<file path="config.mk">
export PLATFORM = sky130hd
export DESIGN_NAME = multiplicador_seq
export DESIGN_NICKNAME = d
export VERILOG_FILES = /design/src/rtl/multiplicador_pkg.sv /design/src/rtl/multiplicador_passo.sv /design/src/rtl/multiplicador_seq.sv
export SDC_FILE = /design/constraint.sdc
export NUM_CORES = 1
export LEC_CHECK = 0
export ABC_AREA = 1
export ABC_CLOCK_PERIOD_IN_PS = 10990
export CORE_ASPECT_RATIO = 1.5
export CORE_MARGIN = 2
export CORE_UTILIZATION = 63
export DETAILED_ROUTE_END_ITERATION = 16
export GPL_TIMING_DRIVEN = 0
export PLACE_DENSITY = 0.94
export SYNTH_ARGS = -nofsm -noshare
export SYNTH_HDL_FRONTEND = slang
export SYNTH_SLANG_ARGS = --single-unit
</file>
<file path="constraint.sdc">
create_clock -name clk -period 10.99 [get_ports clk]
set_clock_uncertainty 0.2 [all_clocks]
set_input_delay 2.198 -clock clk [delete_from_list [all_inputs] [get_ports clk]]
set_output_delay 2.198 -clock clk [all_outputs]
set_load 0.01 [all_outputs]
</file>
<file path="src/rtl/multiplicador_pkg.sv">
// Shared definitions for the sequential shift-add multiplier.
// Optional feature macro: MULTIPLICADOR_EARLY_EXIT_EN (see multiplicador_seq).
package multiplicador_pkg;

  localparam int TAM_DEFAULT = 8;

  typedef enum logic [1:0] {
    IDLE = 2'd0,
    CALC = 2'd1,
    DONE = 2'd2
  } estado_t;

  // Two's-complement magnitude of the low w bits of v (w <= 64).
  // -2^(w-1) maps to 2^(w-1), which still fits w bits unsigned.
  function automatic logic [63:0] abs_tam(input logic [63:0] v, input int unsigned w);
    logic [63:0] mask;
    mask = (w >= 64) ? '1 : ((64'd1 << w) - 64'd1);
    if (v[6'(w - 1)]) return (~v + 64'd1) & mask;
    else              return v & mask;
  endfunction

endpackage

</file>
<file path="src/rtl/multiplicador_passo.sv">
// One combinational shift-add step: adds the multiplicand, shifted to the
// weight of the current multiplier bit, when that bit is set.
module multiplicador_passo
  import multiplicador_pkg::*;
#(
  parameter  int TAM   = TAM_DEFAULT,
  localparam int CNT_W = $clog2(TAM + 1)
) (
  input  logic [2*TAM-1:0] acc,
  input  logic [TAM-1:0]   mcand,
  input  logic             bit_mplier,
  input  logic [CNT_W-1:0] desloc,
  output logic [2*TAM-1:0] acc_next
);

  logic [2*TAM-1:0] parcial;

  // Partial product aligned to the bit weight, conditionally accumulated.
  always_comb begin
    parcial  = {{TAM{1'b0}}, mcand} << desloc;
    acc_next = bit_mplier ? (acc + parcial) : acc;
  end

endmodule

</file>
<file path="src/rtl/multiplicador_seq.sv">
// Sequential radix-2 shift-add multiplier with valid/ready handshakes and
// per-operation signed/unsigned mode. Signed operands are multiplied as
// magnitudes and the sign is applied once on completion.
// Optional macro MULTIPLICADOR_EARLY_EXIT_EN: finish as soon as the remaining
// multiplier is zero instead of always taking TAM steps.
module multiplicador_seq
  import multiplicador_pkg::*;
#(
  parameter  int TAM   = TAM_DEFAULT,
  localparam int CNT_W = $clog2(TAM + 1)
) (
  input  logic             clk,
  input  logic             rst,
  input  logic             in_valid,
  output logic             in_ready,
  input  logic [TAM-1:0]   A,
  input  logic [TAM-1:0]   B,
  input  logic             sgn,
  output logic             out_valid,
  input  logic             out_ready,
  output logic [2*TAM-1:0] S
);

  estado_t          state_q, state_d;
  logic [2*TAM-1:0] acc_q, acc_d;
  logic [TAM-1:0]   mcand_q, mcand_d;
  logic [TAM-1:0]   mplier_q, mplier_d;
  logic [CNT_W-1:0] cnt_q, cnt_d;
  logic             neg_q, neg_d;
  logic [2*TAM-1:0] s_q, s_d;

  logic [2*TAM-1:0] acc_next;
  logic [TAM-1:0]   mplier_shift;
  logic [CNT_W-1:0] cnt_dec;
  logic [CNT_W-1:0] desloc;
  logic             fim;

  // Step k (k = 0..TAM-1) weights the multiplicand by 2^k.
  assign desloc       = CNT_W'(TAM) - cnt_q;
  assign mplier_shift = mplier_q >> 1;
  assign cnt_dec      = cnt_q - CNT_W'(1);

  multiplicador_passo #(.TAM(TAM)) u_passo (
    .acc        (acc_q),
    .mcand      (mcand_q),
    .bit_mplier (mplier_q[0]),
    .desloc     (desloc),
    .acc_next   (acc_next)
  );

  // State and datapath registers; reset aborts any operation in flight.
  always_ff @(posedge clk or posedge rst) begin
    if (rst) begin
      state_q  <= IDLE;
      acc_q    <= '0;
      mcand_q  <= '0;
      mplier_q <= '0;
      cnt_q    <= '0;
      neg_q    <= 1'b0;
      s_q      <= '0;
    end else begin
      state_q  <= state_d;
      acc_q    <= acc_d;
      mcand_q  <= mcand_d;
      mplier_q <= mplier_d;
      cnt_q    <= cnt_d;
      neg_q    <= neg_d;
      s_q      <= s_d;
    end
  end

  // Next-state and datapath update.
  always_comb begin
    state_d  = state_q;
    acc_d    = acc_q;
    mcand_d  = mcand_q;
    mplier_d = mplier_q;
    cnt_d    = cnt_q;
    neg_d    = neg_q;
    s_d      = s_q;
`ifdef MULTIPLICADOR_EARLY_EXIT_EN
    fim = (cnt_dec == '0) || (mplier_shift == '0);
`else
    fim = (cnt_dec == '0);
`endif
    case (state_q)
      IDLE: begin
        if (in_valid) begin
          mcand_d  = sgn ? TAM'(abs_tam(64'(A), TAM)) : A;
          mplier_d = sgn ? TAM'(abs_tam(64'(B), TAM)) : B;
          neg_d    = sgn & (A[TAM-1] ^ B[TAM-1]);
          acc_d    = '0;
          cnt_d    = CNT_W'(TAM);
          state_d  = CALC;
        end
      end
      CALC: begin
        acc_d    = acc_next;
        mplier_d = mplier_shift;
        cnt_d    = cnt_dec;
        if (fim) begin
          s_d     = neg_q ? (~acc_next + 1'b1) : acc_next;
          state_d = DONE;
        end
      end
      DONE: begin
        if (out_ready) state_d = IDLE;
      end
      default: state_d = IDLE;
    endcase
  end

  // Handshake outputs decoded from state; product comes straight from a flop.
  always_comb begin
    in_ready  = (state_q == IDLE);
    out_valid = (state_q == DONE);
    S         = s_q;
  end

endmodule
</file>
-- Word-level counts from Yosys, hierarchy flattened
Index checks and enable logic that the tools add are counted.
- register bits after elaboration: 55
- bits of input ports: 21
- word-level logic and storage cells: 47
- add/subtract/negate cells: 6
- shifts and indexed selects: 1
- muxes and demuxes: 16
- equality and inequality tests: 5
- bitwise gates (word level): 5
- reduce and logical (&&, ||, !) cells: 7
- operators by type and width (kind ; number):
    16-bit two-way mux ; 3
    8-bit two-way mux ; 5
    16-bit one-hot mux with 2 select lines ; 1
    16-bit by 1-bit adder with 16-bit output, second input constant ; 1
    16-bit adder ; 1
    8-bit by 1-bit adder with 8-bit output, second input constant ; 2
    16-bit NOT ; 1
    8-bit NOT ; 2
    8-bit one-hot mux with 2 select lines ; 1
    8-bit by 4-bit << shifter with 16-bit output ; 1
    4-bit one-hot mux with 2 select lines ; 1
    2-bit two-way mux ; 3
    2-bit one-hot mux with 3 select lines ; 1
    2-bit AND reduction ; 3
    4-bit zero test ; 1
    4-bit two-way mux ; 1
    2-bit inequality test, second input constant ; 2
    4-bit by 1-bit subtractor with 4-bit output, second input constant ; 1
    4-bit subtractor, first input constant ; 1
    3-bit AND reduction ; 1
    2-bit by 1-bit == test with 1-bit output, second input constant ; 1
    2-bit == test, second input constant ; 1
    2-bit zero test ; 1
    2-bit by 1-bit inequality test with 1-bit output, second input constant ; 1
    3 further kinds ; 3

-- Depth between registers and ports, before layout
- word-level depth: 7
- depth in mapped cells: 28
- gate-level depth less buffers: 25

-- Hierarchy
A second synthesis with hierarchy kept.
- cell total of the unflattened synthesis: 633
- area total of the unflattened synthesis: 4354.2 um2
- modules (own cells, without submodules) (module ; cells an instance ; seq. area each (um2) ; area each (um2) ; instances):
    multiplicador_seq ; 365 ; 1376.3 ; 2899.0 ; 1
    multiplicador_passo ; 268 ; 0.0 ; 1455.1 ; 1

-- Least setup slack after synthesis
No wires, ideal clock.
- kind: register to register
- from: register cnt_q[0]
- to: register s_q[14], in the netlist S[14]
- arrival time: 3.312 ns
- buffers on the path: 2
- setup slack: 7.361 ns
- stages on the path, launching flop included: 24
- period minus slack after synthesis: 3.629 ns
- data required time: 10.673 ns
- cell sequence: dfrtp_1 > inv_1 > buf_2 > ha_1 > xnor2_2 > inv_2 > clkbuf_1 > nand2_1 > nor2_1 > ha_1 > fa_1 > o21ai_4 > ha_1 > inv_1 > nor2_1 > nand3_1 > nor2_2 > nand2_1 > nor2_1 > nand3_1 > nand2_1 > nand3_1 > nand3_1 > nand2_1
- longest elaborated chain between the ends: 7
- elaborated cells between the ends (all ways): 10
- those cells by class: add/sub: 4; shift: 1; mux: 2; bitwise: 1; reduce/logical: 2
- RTL lines (element ; RTL line ; source):
    from (decl) ; multiplicador_seq.sv:28 ; logic [CNT_W-1:0] cnt_q, cnt_d;
    from (signal assigned) ; multiplicador_seq.sv:66 ; cnt_q <= cnt_d;
    4-bit subtractor ; multiplicador_seq.sv:39 ; assign desloc = CNT_W'(TAM) - cnt_q;
    8-bit by 4-bit << shifter with 16-bit output ; multiplicador_passo.sv:20 ; parcial = {{TAM{1'b0}}, mcand} << desloc;
    16-bit adder ; multiplicador_passo.sv:21 ; acc_next = bit_mplier ? (acc + parcial) : acc;
    16-bit two-way mux ; multiplicador_passo.sv:21 ;
    16-bit NOT ; multiplicador_seq.sv:102 ; s_d = neg_q ? (~acc_next + 1'b1) : acc_next;
    16-bit by 1-bit adder with 16-bit output ; multiplicador_seq.sv:102 ;
    16-bit two-way mux ; multiplicador_seq.sv:102 ;
    to (signal assigned) ; multiplicador_seq.sv:60 ; s_q <= '0;
    to (signal assigned) ; multiplicador_seq.sv:68 ; s_q <= s_d;
    to (decl) ; multiplicador_seq.sv:30 ; logic [2*TAM-1:0] s_q, s_d;
Parallel ways exist; a longest one is shown, timed or not.
A chain may end at the register's enable or synchronous reset.

-- Final worst setup path
Ends and elaborated chain as after synthesis.

==> impl_metrics.csv <==
group,metric,value,unit
status,outcome,"finished, final reports clean",
sta,setup_viol_count_final,0,
cts,clk_pin_slew,110,ps
finish,regArea,1376,um2
job,max_cap_violations,0,
synthesis,synthTopCellsByArea,"dfrtp_1 (32%), nand2_1 (18%), nand3_1 (7.7%), inv_1 (6.5%), ha_1 (5.7%)",
synthesis,synth_top_area_cell,"dfrtp_1",
cts,cts.sinks,55,
finish,nFillCells,541,
critical_path,path_class,"flip-flop to flip-flop",
critical_path,cpPeakStageDelay,470,ps
critical_path,start_kind,"flip-flop",
drt,drt.antenna.violating_nets,0,
hold_path,hold_class,"flip-flop to flip-flop",
die,fp.dieW,71.97,um
sta,fmaxAchievable,230.8,MHz
finish,multi_input_area,2570,um2
sta,period_minus_slack,4332,ps
critical_path,path_buf_inv,5,
sta,maxSlewViolCount,0,
drt,viasPerCell,5.756,
cts,h-tree-depth,2,
placed_design,dp_hpwl,9124,um
cts,cts.repair.resized,0,
finish,nNetsFinal,738,
synthesis,syn_avg_cell_area,6.716,um2
sta,setup_tns,0,ps
die,core_area,6805,um2
cts,postCtsSetupBuffers,0,
finish,num_antenna_cells,0,
critical_path,cp_max_fo,10,
cts,numCtsBuffers,5,
placed_design,place_area,4863,um2
synthesis,synthesis.area,4365,um2
finish,final_util,0.7310,
sta,rsz0062_at_grt,"no",
finish,final_cell_mix,"nand2_1 (210), inv_1 (75), nand3_1 (67)",
die,die_h,106.0,um
critical_path,endpoint_kind,"flip-flop",
finish,area_growth,13.96,%
global_routing,overflow,0,
die,num_rows,37,
synthesis,syn_inst,650,
critical_path,critPathArrivalTime,4350,ps
die,num_io_pins,39,
placed_design,gp_congestion,1.024,
drt,initialDrtViolationCount,360,
sta,hold_violations,0,
cts,cts.path.max_buffers,2,
synthesis,ys_seq_elements,55,
sta,fin_crit_sh,0.3942,
finish,layout_commonest_cell,"nand2_1",
synthesis,synth_cell_types,43,
placed_design,io_buffers,38,
finish,drive_above_1_share,0.07747,
cts,clock_latency,320,ps
synthesis,synth_top_area_frac,0.3153,
global_routing,grt_usage,0.3226,
global_routing,antenna_found_initial,0,
drt,vias,4461,
drt,drc,0,
cts,ctsHoldBuffers,0,
global_routing,grt_pass1_vias,4548,
drt,dr.pass1.iters,6,
die,initial_core_util,0.6415,
cts,root_buffer,"clkbuf_8",
cts,cts_tree,"built",
global_routing,grt_max_degree,38,
critical_path,required,11010,ps
sta,worstMarginPinSlew,514.7,ps
finish,fin_area,4975,um2
critical_path,crit_chain,"inv_1, buf_2, ha_1, xnor2_2, inv_2, clkbuf_1, nand2_1, nor2_1, ha_1, fa_1, o21ai_4, ha_1, inv_1, nor2_1, nand3_1, nor2_2, nand2_1, nor2_1, nand3_1, nand2_1, nand3_1, nand3_1, nand2_1",
critical_path,cp_slowest_cell,"fa_1",
die,dieArea,7625,um2
critical_path,cp_top_family,"simple AND/OR/NAND/NOR gates",
sta,hold_slack,291.7,ps
drt,wl,11370,um
synthesis,yosysSeqAreaShare,0.3153,
synthesis,syn-num-nets,692,
synthesis,ys_warn_count,0,
drt,wl_per_cell,14.67,um
global_routing,grt_pass1_wl,19550,um
sta,slew_headroom,0.6544,
## worst paths after layout
check	to	start	cells after the start	slack [ps]
hold reg to reg	S[2]$_DFFE_PP0P_	S[2]$_DFFE_PP0P_	2	290
setup / recovery	S[14]$_DFFE_PP0P_	cnt_q[0]$_DFFE_PP0P_	23	6660
max in group asynchronous	acc_q[11]$_DFFE_PP0P_	rst	3	8050
min in group asynchronous	mplier_q[1]$_DFFE_PP0P_	rst	2	1980
hold / removal	S[2]$_DFFE_PP0P_	S[2]$_DFFE_PP0P_	2	290
setup reg to reg	S[14]$_DFFE_PP0P_	cnt_q[0]$_DFFE_PP0P_	23	6660
## sequential cells by signal (all words and copies together), names as in the netlist
name	count
S	16
acc_q	16
cnt_q	4
mcand_q	8
mplier_q	8
neg_q	1
state_q	2
## tightest hold or removal path, cell delays in order (launching register included)
cell,delay (ps)
dfrtp_1,360
nand2_1,60
o21ai_2,50
## cells by family (layout without fill, tap and decap cells)
kind of cell               after synthesis  in the layout  synth area share
AOI/OAI and AO/OA                      101            101            0.1381
xor gates and xnor gates                20             20           0.04185
adders and majority gates               21             21           0.06191
buffers and inverters                  101            148           0.09601
DFF                                     55             55            0.3153
and+or+nand+nor                        352            352            0.3468
## Yosys cell counts (all sizes together)
cell type and count:
a21o 1, a21oi 17, a22o 1, a22oi 5, a31oi 3, a32o 1, and2 1, buf 10
clkbuf 9, dfrtp 55, fa 1, ha 20, inv 82, nand2 217, nand3 70, nand3b 1
nand4 1, nor2 54, nor3 5, nor3b 1, o211ai 1, o21ai 50, o22ai 20, o31ai 2
or2 2, xnor2 10, xor2 10
## layer usage
metal,vias up,wire [um],share of wire,track usage
met2,169,6044,0.53,0.5893
met3,69,431,0.038,0.03981
li1,2194,-,-,-
met4,0,874,0.077,0.2251
met5,-,0,0,0
met1,2029,4017,0.35,0.3294
## metrics by stage
| stage | setup slack (ps) | std cells |
|---|---|---|
| CTS | 6681 | 775 |
| finish | 6658 | 775 |
| detailed placement | 6736 | 767 |
| global placement | 6373 | 766 |
| global route | 6257 | 775 |
| floorplan | 7249 | 650 |
## final cells by class
cell class              count  area share
multi-input cells         494      0.5166
flip-flops and latches     55      0.2767
inverters                  82     0.06338
clock buffers               6     0.01459
plain buffers              19     0.02088
repair buffers             39     0.08048
well taps                  78     0.01962
clock inverters             2    0.007797
Power is not shown: default switching activity piles up to over one toggle a cycle in this logic, so the estimate is an artifact.
